<file path="src/rtl/seq_checker_entry_timer.sv">
// Idle-time counter between player entries; expired flags the last allowed cycle.
// Clear has priority over enable so a press restarts the window on the same edge.
module entry_timer #(
   parameter int TIMEOUT_CYCLES = 250000000
) (
   input  logic clk,
   input  logic rst,
   input  logic clear,
   input  logic enable,
   output logic expired
);

   localparam int CW = (TIMEOUT_CYCLES > 1) ? $clog2(TIMEOUT_CYCLES) : 1;
   localparam logic [CW-1:0] LAST = CW'(TIMEOUT_CYCLES - 1);

   logic [CW-1:0] count;

   always_ff @(posedge clk) begin
      if (rst || clear) begin
         count <= '0;
      end else if (enable) begin
         count <= count + CW'(1);
      end
   end

   assign expired = (count == LAST);

endmodule

</file>
<file path="config.mk">
export PLATFORM = sky130hd
export DESIGN_NAME = entry_timer
export DESIGN_NICKNAME = d
export VERILOG_FILES = /design/src/rtl/seq_checker_entry_timer.sv
export SDC_FILE = /design/constraint.sdc
export NUM_CORES = 1
export LEC_CHECK = 0
export CAP_MARGIN = 30
export CORE_MARGIN = 8
export CORE_UTILIZATION = 50
export DETAILED_ROUTE_END_ITERATION = 8
export PLACE_DENSITY = 0.76
export SYNTH_ARGS = -nofsm -noshare
export SYNTH_HDL_FRONTEND = slang
export SYNTH_SLANG_ARGS = --single-unit
</file>
<file path="constraint.sdc">
create_clock -name clk -period 2.55 [get_ports clk]
set_clock_uncertainty 0.05 [all_clocks]
set_input_delay 0.6375 -clock clk [delete_from_list [all_inputs] [get_ports clk]]
set_output_delay 0.6375 -clock clk [all_outputs]
set_load 0.02 [all_outputs]
</file>
==> run metrics, run 1 <==
Die Wd=68.7 µm; Row Count=19; register name with the most flops=count; Starting Density=0.513; top cell type's share of synthesized area=0.403; GRT met1 Usage=0.160; Yosys warnings=0; EDFF count, synth=0; crit path kind=reg2out; Critical Path Source=count[6]$_SDFFE_PP0P_; hold path start=count[27]$_SDFFE_PP0P_; Synth Area in Compound Gates=0.131; met2 Use GR=0.260; XOR/XNOR Fraction of Synth Area=0.0630; ANT nets after route=0; cells after synthesis=159; syn_nets=164; CTS clock-pin slew for the worst setup and hold paths=150 ps; CP max stage delay=380 ps; Clock Latency Late Sink=330 ps; Critical R2R Capture=count[26]$_SDFFE_PP0P_; r2r startpoint=count[0]$_SDFFE_PP0P_; largest family of logic cells by synthesized area=simple AND/OR/NAND/NOR gates; post-synthesis sequential area ratio=0.403; Overflow after GRT=0; total track usage=0.145; Yosys top cell by area=dfxtp_1; status=finished, final reports clean; CP max FO=2; port bufs=4; Worst Path Arrival=1770 ps; max reg flops=28; Final Hold Viols=0; actual slew at the worst max-slew pin=293 ps; TritonCTS Buffers=3; DR pass1 iterations=4; # diodes=0; DR DRC count=0; worst setup margin=88.6 ps; PwrDens=426 nW/µm²; H-Tree Depth=1; simple-gate share of the synthesized area=0.335; Setup Buffers After CTS=0; ys flop type=dfxtp_1; CTS tree=done; global-route wire length before repair=5310 µm; f_max=0.406 GHz; top cells by area, synth=dfxtp_1 (40%), a21oi_1 (5.4%), or3_1 (5.4%); Max transition margin=0.802; Die ar.=4720 µm²; CP max stage cell=dfxtp_1; Max Cap Viol=0; CTS Sinks=28; asr flop ratio synth=0; WL final=3050 µm; vias per std cell=5.90; Critical Path End Type=primary output; post-layout min period=2460 ps; hpwl dp=2240 µm; Reg area=561 µm²; share of layout cells above drive strength 1=0.201; multi-input logic area=778 µm²; GPL Wtd Cong=0.835; Vert. Die Dim=68.7 µm; synthesized area per cell=8.74 µm²; Worst Hold Class=reg2reg; Clock Path Buffers=2; multiplexer area fraction after synthesis=0.00720; number of global-route vias before repair=1243; Critical Path RT=1860 ps; area share of fa/ha/maj cells after synthesis=0.00900; per-cell routed wire length=14.5 µm; busiest grt layer=met2; Worst R2R Setup Slack=410 ps; FF-to-FF path depth=5; initial antenna violation count=0; setup violators final=0; filler cell count=254; worst vdd ir=0.408 mV; Final #Nets=185; root buffer cell=clkbuf_4; area delta synth->final=14.8%; Worst setup SP type=flop; crit-path cells=nand4_2 > nor4b_4 > nand3b_1 > nor4_2 > buf_2; synth cell count leaders=dfxtp_1 (28), a21oi_1 (15), nor2_1 (13); pre-CTS setup slack=-132 ps; met3 layer usage reported by global route=0.0404; DRT iter0 DRCs=114; io pins=5; largest net degree at the start of global routing=27; Static Leak=0.536 nW; most frequent cell after synthesis=dfxtp_1; Final Util=0.589; fin. max-slew vios=0; Vias=1239; core box area=2710 µm²; #FFs+latches synth=28; largest registers=count x28; Netlist cell types=33; Post-Syn Area=1390 µm²; Critical Path Sink=expired; Final period util=0.965
[metrics by stage]
stage / total power, mW / instance area [µm²] / TNS, ps / hold WS [ps] / instances
finish: 0.679 / 1600 / 0 / 460 / 210
global route: 0.698 / 1600 / -21.4 / 488 / 210
CTS: 0.683 / 1580 / 0 / 465 / 210
detailed placement: 0.470 / 1540 / -406 / 444 / 206
global placement: 0.469 / 1540 / -93.1 / 412 / 206
floorplan: 0.463 / 1390 / 0 / 399 / 159
[worst max-delay path, delay by kind of cell (launching register included)]
kind                   cells  cell delay, ps
buffers and inverters      1             210
DFF                        1             380
and+or+nand+nor            4             850
[logic make-up after synthesis]
group,Yosys count
AND/OR/NAND/NOR,78
buffers and inverters,8
adder cells (fa/ha/maj),1
flip-flops,28
XOR/XNOR,10
multiplexers,1
AO/OA/AOI/OAI,33
[placed cells by master, fill, tap and decap left out]
master	n
dfxtp_1	28
buf_4	19
a21oi_1	15
nor2_1	13
o21ai_0	12
or3_1	12
nand2_1	11
nand4_1	10
nand3_1	6
xnor2_1	5
xor2_1	5
and3_1	4
nor3_1	3
or4_1	3
clkbuf_4	3
clkdlybuf4s50_1	3
nand4_2	2
nand3b_1	2
nor4b_1	2
or4_4	2
and4_2	2
o31ai_1	2
o21a_1	2
nor4b_4	1
and3_2	1
nor4_2	1
or2_2	1
inv_1	1
and4_1	1
a31o_2	1
or3_2	1
mux2i_1	1
o211ai_1	1
ha_1	1
clkbuf_8	1
buf_2	1
[power breakdown]
part           switching (mW)  internal (mW)
logic                  0.0115        0.00928
registers             0.00133          0.439
clock network           0.131         0.0874
total                   0.144          0.535
[repair_timing]
| item | in CTS | in global routing |
|---|---|---|
| endpoints found under the setup margin | 1 | 1 |
| gates resized for setup | 6 | 2 |
| hold buffers | 0 | 0 |
[metal layers]
layer,wire length [µm],part of all wire
met5,0,0
met4,29,0.0095
met3,97,0.032
met2,1600,0.53
met1,1320,0.43
[final cells by class]
cell class / instances / area share
Tap cell: 31 / 0.0243
Timing Repair Buffer: 23 / 0.111
Multi-Input combinational cell: 123 / 0.488
Clock buffer: 4 / 0.0227
Inverter: 1 / 0.00235
Sequential cell: 28 / 0.351
[worst min-delay path by stage]
stage | slack (ps) | to | cells past startpoint
floorplan | 400 | count[27]$_SDFFE_PP0P_ | 2
global placement | 410 | count[27]$_SDFFE_PP0P_ | 2
detailed placement | 440 | count[27]$_SDFFE_PP0P_ | 2
CTS | 460 | count[27]$_SDFFE_PP0P_ | 2
global route | 490 | count[23]$_SDFFE_PP0P_ | 2
finish | 460 | count[27]$_SDFFE_PP0P_ | 2
Power figures use the tool's default switching activity.
==> run 2, diff against run 1 <==
Settings changed: SETUP_SLACK_MARGIN set to 0.5.
==> run metrics, run 2 (synthesis gave the netlist of run 1 again) <==
status=finished, final reports clean (unchanged); commonest cells after routing, fill and taps aside=buf_4 (20), dfxtp_1 (19), nor2_1 (13), o21ai_0 (12) (was dfxtp_1 (28), buf_4 (19), a21oi_1 (15), nor2_1 (13)); final std cell area, no fill=1740 µm² (was 1600 µm²); CTS tree=done (unchanged); Overflow after GRT=0 (unchanged); Max Cap Viol=0 (unchanged); PwrDens=395 nW/µm² (was 426 nW/µm²); GPL Wtd Cong=0.857 (was 0.835); Row Count=19 (unchanged); # diodes=0 (unchanged); per-cell routed wire length=15.6 µm (was 14.5 µm); Worst Path Arrival=1640 ps (was 1770 ps); Final #Nets=190 (was 185); total track usage=0.152 (was 0.145); setup violators final=0 (unchanged); Critical Path End Type=primary output (unchanged); hpwl dp=2240 µm (about the same); most common cell after layout, fill and taps aside=buf_4 (was dfxtp_1); CP max FO=2 (unchanged); register name with the most flops=count (unchanged); ANT nets after route=0 (unchanged); r2r startpoint=count[3]$_SDFFE_PP0P_ (was count[0]$_SDFFE_PP0P_); Die Wd=68.7 µm (unchanged); worst vdd ir=0.392 mV (was 0.408 mV); DR pass1 iterations=4 (unchanged); Worst Hold Class=reg2reg (unchanged); Starting Density=0.513 (unchanged); Static Leak=0.590 nW (was 0.536 nW); Vias=1322 (was 1239); fin. max-slew vios=0 (unchanged); Max transition margin=0.802 (about the same); cts hold-fix bufs=0 (unchanged); core box area=2710 µm² (unchanged); filler cell count=228 (was 254); largest registers=count x28 (unchanged); Setup TNS Final=0 ps (unchanged); Die ar.=4720 µm² (unchanged); max reg flops=28 (unchanged); H-Tree Depth=1 (unchanged); Worst R2R Setup Slack=550 ps (was 410 ps); share of layout cells above drive strength 1=0.321 (was 0.201); DRT iter0 DRCs=69 (was 114); Vert. Die Dim=68.7 µm (unchanged); multi-input logic area=852 µm² (was 778 µm²); Final Hold Viols=0 (unchanged); TritonCTS Buffers=3 (unchanged); number of global-route vias before repair=1348 (was 1243); Critical R2R Capture=count[23]$_SDFFE_PP0P_ (was count[26]$_SDFFE_PP0P_); hold slack final=451 ps (was 460 ps); post-layout min period=2330 ps (was 2460 ps); largest net degree at the start of global routing=27 (unchanged); port bufs=4 (unchanged); RSZ-0062 raised after global routing=true; DR DRC count=0 (unchanged); CTS clock-pin slew for the worst setup and hold paths=160 ps (was 150 ps); hold path endpoint=count[23]$_SDFFE_PP0P_ (was count[27]$_SDFFE_PP0P_); vias per std cell=6.15 (was 5.90); f_max=0.429 GHz (was 0.406 GHz); Worst setup SP type=flop (unchanged); worst hold stages=2 (unchanged); Clock Latency Late Sink=340 ps (was 330 ps); root buffer cell=clkbuf_4 (unchanged); FF-to-FF path depth=6 (was 5); io pins=5 (unchanged); hold path start=count[23]$_SDFFE_PP0P_ (was count[27]$_SDFFE_PP0P_); crit path kind=reg2out (unchanged); CTS Sinks=28 (unchanged); Post-DP Area=1540 µm² (about the same); global-route wire length before repair=5550 µm (was 5310 µm); Critical Path RT=1860 ps (about the same); WL final=3350 µm (was 3050 µm); Clock Path Buffers=2 (unchanged); Reg area=579 µm² (was 561 µm²); actual slew at the worst max-slew pin=297 ps (was 293 ps); Final period util=0.914 (was 0.965); initial antenna violation count=0 (unchanged); area delta synth->final=24.8% (was 14.8%)
## run 2: layer usage
layer  wire length, µm  vias up  part of all wire  GRT usage
met2              1690       23              0.50      0.272
met4               112        0             0.033     0.0977
li1                  -      644                 -          -
met5                 0        -                 0          0
met1              1450      645              0.43      0.156
met3               101       10             0.030     0.0339
## run 2: what timing repair did
item,in CTS,in global routing
buffers inserted,2,5
cloned,1,0
gates resized for setup,15,22
endpoints found under the setup margin,14,8
pin swaps,5,10
## run 2: report_power, final
part / leakage, nW / internal [mW] / switching, mW / total, mW
Clock: 0.0210 / 0.0876 / 0.137 / 0.224
Sequential: 0.231 / 0.436 / 0.00192 / 0.438
Combinational: 0.338 / 0.00973 / 0.0124 / 0.0222
Total: 0.590 / 0.534 / 0.151 / 0.685
## run 2: worst max-delay path by stage
stage	endpoint	slack, ps	start	depth (start not counted)
CTS	expired	240	count[6]$_SDFFE_PP0P_	5
floorplan	count[26]$_SDFFE_PP0P_	530	enable	4
global route	expired	120	count[13]$_SDFFE_PP0P_	5
finish	expired	220	count[3]$_SDFFE_PP0P_	5
detailed placement	count[27]$_SDFFE_PP0P_	-120	enable	5
global placement	count[27]$_SDFFE_PP0P_	-60	enable	5
## run 2: final cells by class
type,instances,area share
Multi-Input combinational cell,124,0.491
Tap cell,31,0.0224
Inverter,1,0.00216
Timing Repair Buffer,27,0.130
Clock buffer,4,0.0209
Sequential cell,28,0.334
## run 2: per-stage QoR
stage           util  power [mW]  worst slack, ps  std cells
6_report       0.640       0.685              220        215
5_1_grt        0.640       0.705              117        215
4_1_cts        0.597       0.688              239        210
3_5_place_dp   0.566       0.470             -115        203
3_3_place_gp   0.566       0.469            -61.1        203
2_1_floorplan      -       0.463              530        159
## run 2: critical path, cell delays in order (launching register included)
cell and delay (ps):
dfxtp_1 420, nand4_4 120, nor4b_4 260, nand3b_1 150
nor4_4 160, buf_4 180
